<file path="src/rtl/inst_fetch_pkg.sv">
// Shared fetch-stage definitions: bus widths, reset PC, enable levels,
// NOP encoding, stall-vector bit positions and the PC-generator states.
package inst_fetch_pkg;

    localparam int INST_ADDR_W = 32;
    localparam int INST_BUS_W  = 32;

    localparam logic [INST_ADDR_W-1:0] ZERO_WORD    = '0;
    localparam logic [INST_ADDR_W-1:0] DEF_RESET_PC = 32'h0000_0000;
    localparam logic [INST_BUS_W-1:0]  NOP_INST     = '0;

    localparam logic CHIP_ENABLE  = 1'b1;
    localparam logic CHIP_DISABLE = 1'b0;

    localparam int STALL_PC_BIT = 0;
    localparam int STALL_IF_BIT = 1;
    localparam int STALL_ID_BIT = 2;
    localparam int STALL_W      = 3;

    typedef enum logic [1:0] {
        BOOT = 2'd0,
        RUN  = 2'd1,
        HOLD = 2'd2
    } fetch_state_t;

endpackage

</file>
<file path="src/rtl/inst_fetch_pc_gen.sv">
// PC register and BOOT/RUN/HOLD sequencer; drives the ROM chip enable
// and byte address straight from the PC.
module inst_fetch_pc_gen
    import inst_fetch_pkg::*;
#(
    parameter int                ADDR_W   = INST_ADDR_W,
    parameter logic [ADDR_W-1:0] RESET_PC = DEF_RESET_PC
) (
    input  logic              clk,
    input  logic              rst,
    input  logic              stall_pc,
    input  logic              flush,
    input  logic [ADDR_W-1:0] new_pc,
    input  logic              branch_flag,
    input  logic [ADDR_W-1:0] branch_target,
    output logic [ADDR_W-1:0] pc,
    output logic              run,
    output logic              rom_ce,
    output logic [ADDR_W-1:0] rom_addr
);

    fetch_state_t state;
    logic         ce_q;

    always_ff @(posedge clk or negedge rst) begin
        if (!rst) begin
            state <= BOOT;
            pc    <= RESET_PC;
            ce_q  <= CHIP_DISABLE;
        end else begin
            unique case (state)
                BOOT: begin
                    // First edge only arms the ROM; the PC is not consumed yet.
                    state <= RUN;
                    ce_q  <= CHIP_ENABLE;
                end
                default: begin
                    if (flush) begin
                        state <= RUN;
                        pc    <= new_pc;
                    end else if (stall_pc) begin
                        state <= HOLD;
                    end else begin
                        state <= RUN;
                        pc    <= branch_flag ? branch_target
                                             : pc + ADDR_W'(4);
                    end
                end
            endcase
        end
    end

    assign run      = ce_q;
    assign rom_ce   = ce_q & (pc[1:0] == 2'b00);
    assign rom_addr = pc;

endmodule

</file>
<file path="src/rtl/inst_fetch.sv">
// Instruction-fetch stage: PC generation plus the IF/ID pipeline
// register, with stall, delay-slot branch, flush and AdEL tagging.
module inst_fetch
    import inst_fetch_pkg::*;
#(
    parameter logic [31:0] RESET_PC = DEF_RESET_PC,
    parameter int          ADDR_W   = INST_ADDR_W,
    parameter int          INST_W   = INST_BUS_W
) (
    input  logic              clk,
    input  logic              rst,
    input  logic              stall_pc,
    input  logic              stall_if,
    input  logic              stall_id,
    input  logic              flush,
    input  logic [ADDR_W-1:0] new_pc,
    input  logic              branch_flag,
    input  logic [ADDR_W-1:0] branch_target,
    output logic              rom_ce,
    output logic [ADDR_W-1:0] rom_addr,
    input  logic [INST_W-1:0] rom_inst,
    output logic [ADDR_W-1:0] id_pc,
    output logic [INST_W-1:0] id_inst,
    output logic              id_valid,
    output logic              id_adel
);

    logic [STALL_W-1:0] stall;
    logic [ADDR_W-1:0]  pc;
    logic               run;
    logic               misaligned;
    logic               bubble;

    assign stall = {stall_id, stall_if, stall_pc};

    inst_fetch_pc_gen #(
        .ADDR_W   (ADDR_W),
        .RESET_PC (ADDR_W'(RESET_PC))
    ) u_pc_gen (
        .clk           (clk),
        .rst           (rst),
        .stall_pc      (stall[STALL_PC_BIT]),
        .flush         (flush),
        .new_pc        (new_pc),
        .branch_flag   (branch_flag),
        .branch_target (branch_target),
        .pc            (pc),
        .run           (run),
        .rom_ce        (rom_ce),
        .rom_addr      (rom_addr)
    );

    assign misaligned = pc[1:0] != 2'b00;

    // IF stalled while ID drains: insert a bubble rather than duplicate.
    assign bubble = flush
                  | (stall[STALL_IF_BIT] & ~stall[STALL_ID_BIT])
                  | (~stall[STALL_IF_BIT] & ~run);

    always_ff @(posedge clk or negedge rst) begin
        if (!rst) begin
            id_pc    <= '0;
            id_inst  <= NOP_INST[INST_W-1:0];
            id_valid <= 1'b0;
            id_adel  <= 1'b0;
        end else if (bubble) begin
            id_pc    <= '0;
            id_inst  <= NOP_INST[INST_W-1:0];
            id_valid <= 1'b0;
            id_adel  <= 1'b0;
        end else if (!stall[STALL_IF_BIT]) begin
            id_pc    <= pc;
            id_inst  <= misaligned ? NOP_INST[INST_W-1:0] : rom_inst;
            id_valid <= 1'b1;
            id_adel  <= misaligned;
        end
    end

endmodule
</file>
<file path="config.mk">
export PLATFORM = sky130hd
export DESIGN_NAME = inst_fetch
export DESIGN_NICKNAME = d
export VERILOG_FILES = /design/src/rtl/inst_fetch_pkg.sv /design/src/rtl/inst_fetch_pc_gen.sv /design/src/rtl/inst_fetch.sv
export SDC_FILE = /design/constraint.sdc
export NUM_CORES = 1
export LEC_CHECK = 0
export BUFFER_PORTS_ARGS = -buffer_cell sky130_fd_sc_hd__buf_2
export CORE_MARGIN = 4
export CORE_UTILIZATION = 52
export CTS_CLUSTER_DIAMETER = 50
export DETAILED_ROUTE_END_ITERATION = 8
export GPL_TIMING_DRIVEN = 0
export PLACE_DENSITY = 0.87
export SYNTH_ARGS = -nofsm -noshare
export SYNTH_HDL_FRONTEND = slang
export SYNTH_SLANG_ARGS = --single-unit
export TNS_END_PERCENT = 1
</file>
<file path="constraint.sdc">
create_clock -name clk -period 4.3 [get_ports clk]
set_input_delay 0.86 -clock clk [delete_from_list [all_inputs] [get_ports clk]]
set_output_delay 0.86 -clock clk [all_outputs]
set_load 0.01 [all_outputs]
</file>
==> flow_metrics.env <==
export IMPL_outcome="finished, final reports clean"
export IMPL_min_path_type="flip-flop to flip-flop"
export IMPL_reg2reg_from="u_pc_gen.pc[2]"
export IMPL_grt_overflow=0
export IMPL_rsz0062_at_grt="no"
export IMPL_cp_end_kind="flip-flop"
export IMPL_netlist_area_leader_share=0.515
export IMPL_die_area_um2=11100
export IMPL_grt_pass1_wl_um=26000
export IMPL_worstSkewPairLatency_ns=0.37
export IMPL_syn_inst=472
export IMPL_critPathMaxFanout=10
export IMPL_cts_repair_resized=0
export IMPL_final_hold_viol_count=0
export IMPL_finalWorstSetupSlack_ns=1.60
export IMPL_fin_skew_ns=0.0247
export IMPL_syn_num_nets=576
export IMPL_dp_cells=784
export IMPL_maxSlewViolCount=0
export IMPL_ant_nets=0
export IMPL_drt_iter0_markers=459
export IMPL_peakVddDrop_mv=0.192
export IMPL_critPathKind="primary input to flip-flop"
export IMPL_yosysTopAreaCell="dfrtp_1"
export IMPL_setup_violations=0
export IMPL_path_buf_inv=3
export IMPL_p_clk_frac=0.256
export IMPL_post_route_min_period_ns=2.70
export IMPL_p_int_mw=1.46
export IMPL_timing_fmax_mhz=370
export IMPL_cpMostUsedCell="clkbuf_1"
export IMPL_cp_cell_sequence="buf_2, clkbuf_1, nor2_1, clkbuf_1, o21ai_0, nand2_1, o2bb2ai_1"
export IMPL_grt_pass1_vias=4872
export IMPL_antenna_found_initial=0
export IMPL_num_vias=5070
export IMPL_dr_pass1_iters=5
export IMPL_ys_seq_area_frac=0.515
export IMPL_dp_slack_ns=1.39
export IMPL_max_stage_delay_ns=0.72
export IMPL_worstMarginPinSlew_ns=0.808
export IMPL_numCtsBuffers=9
export IMPL_synth_edf_count=0
export IMPL_yosysWarnings=0
export IMPL_slew_headroom=0.459
export IMPL_slowest_stage="nor2_1"
export IMPL_wl_per_cell_um=20.4
export IMPL_ioPinCount=202
export IMPL_synth_area_um2=4900
export IMPL_power_density_nw_per_um2=355
export IMPL_share_comb_of_total_power=0.225
export IMPL_vias_per_cell=6.35
export IMPL_num_rows=35
export IMPL_synth_seq_cells=101
export IMPL_min_from="id_adel"
export IMPL_coreArea_um2=9200
export IMPL_area_delta_synth_final_pct=27.2
export IMPL_hpwlAfterDp_um=12000
export IMPL_cts_root_buf="clkbuf_8"
export IMPL_power_share_switching=0.341
export IMPL_initial_utilization=0.533
export IMPL_reg2reg_depth=5
export IMPL_io_buffers=200
export IMPL_power_leakage_nw=3.15
export IMPL_postCtsSetupBuffers=0
export IMPL_power_net_switching_uw=757
export IMPL_drc_errors=0
export IMPL_ys_flop_type="dfrtp_1"
export IMPL_power_total_mw=2.22
export IMPL_routabilityCongestion=0.983
export IMPL_drv_cap=0
export IMPL_wirelength_um=16300
export IMPL_drive_above_1_share=0.336
export IMPL_nets=788
export IMPL_fin_setup_tns_ns=0
export IMPL_layout_cells_non_filler=799
export IMPL_clock_sinks=101
export IMPL_die_y_um=105
export IMPL_setup_worst_path_end="u_pc_gen.pc[9]"
export IMPL_p_seq_frac=0.520
export IMPL_clk_pin_slew_ns=0.11
export IMPL_hold_buffers=0
export IMPL_num_antenna_cells=0
export IMPL_grtUsageTotal=0.295
export IMPL_synthArstFlopShare=1.00
export IMPL_ff2ff_setup_slack_ns=2.02
export IMPL_synth_distinct_cells=46
export IMPL_synth_area_leaders="dfrtp_1 (52%), a22o_1 (15%), o21ai_0 (3.1%), nand2_1 (3.0%), nand4_1 (2.8%)"
export IMPL_cp_data_arrival_time_ns=3.00
export IMPL_holdWs_ns=0.489
export IMPL_cts_buffer_depth=2
export IMPL_cp_required_ns=4.60
export IMPL_worstSetupStartpoint="flush"
export IMPL_syn_area_per_cell_um2=10.4
export IMPL_start_kind="primary input"
export IMPL_htreeDepth=3
export IMPL_cts_tree="built"
export IMPL_grt_max_degree=60
export IMPL_synthTopCellsByCount="dfrtp_1 (101), a22o_1 (84), nand2_1 (39)"
export IMPL_yosysMostFrequentCell="dfrtp_1"
export IMPL_finalCritPeriodShare=0.628
export IMPL_die_w_um=105
export IMPL_rr_endpoint="u_pc_gen.pc[30]"
export IMPL_crit_family="buffers and inverters"
export IMPL_crit_cells=7
==> area by class of cell <==
| type | instances | area, µm² |
|---|---|---|
| well taps | 111 | 139 |
| fillers | 743 | 2960 |
| multi-input cells | 324 | 2190 |
| flip-flops and latches | 101 | 2530 |
| clock inverters | 5 | 45.0 |
| repair buffers | 201 | 1020 |
| inverters | 3 | 11.3 |
| plain buffers | 44 | 171 |
| clock buffers | 10 | 128 |
==> state kept, by name (all words and copies together), names as in the netlist <==
register / cells
id_adel: 1
id_inst: 32
id_pc: 32
id_valid: 1
u_pc_gen.pc: 32
u_pc_gen.run: 1
u_pc_gen.state: 2
==> worst reg2reg max path, delay by kind of cell (launching register included) <==
kind | cells | cell delay [ns]
and+or+nand+nor | 3 | 1.14
adders and majority gates | 1 | 0.27
DFF | 1 | 0.51
AOI/OAI and AO/OA | 1 | 0.23
==> placed cells by master (no fill, tap or decap), drive strengths merged, types with 6 or more instances in the layout <==
cell type    n
nor2        23
a31oi        8
buf        210
and4         8
nand2       39
a21oi        6
a22oi        8
mux2i        9
o211ai       7
nand4       23
a22o        84
clkbuf      45
o21ai       30
inv          6
dfrtp      101
nand3       14
nor4        13
==> worst min path at each step <==
stage	slack, ns	endpoint	depth (start not counted)
final	0.49	id_adel	2
after global routing	0.52	id_pc[8]	1
after CTS	0.50	id_adel	2
after detailed placement	0.48	id_adel	2
after global placement	0.45	id_adel	2
after floorplan	0.46	u_pc_gen.run	1
==> through the flow <==
step | utilization | instance area [µm²]
2_1_floorplan | - | 4900
3_3_place_gp | 0.657 | 6040
3_5_place_dp | 0.660 | 6070
4_1_cts | 0.679 | 6240
5_1_grt | 0.679 | 6240
6_report | 0.679 | 6240
==> routing by layer <==
metal,GRT usage,wire length [µm],share of wire
met1,0.412,6750,0.41
met2,0.464,7630,0.47
met3,0.0593,1620,0.099
met4,0.0937,296,0.018
met5,0,0,0
==> power groups by stage <==
stage	Sequential, mW	Clock (mW)	Combinational, mW
6_report	1.15	0.567	0.498
5_1_grt	1.17	0.619	0.544
2_1_floorplan	1.18	0	0.223
3_5_place_dp	1.17	0	0.495
3_3_place_gp	1.16	0	0.482
4_1_cts	1.15	0.574	0.497
==> logic make-up after synthesis <==
kind of cell,count (synthesis),synth area share
and+or+nand+nor,146,0.165
buffers and inverters,47,0.0372
AOI/OAI and AO/OA,168,0.261
DFF,101,0.515
muxes,9,0.0184
adders and majority gates,1,0.00255
No activity file was read; power rests on OpenSTA's default activity.
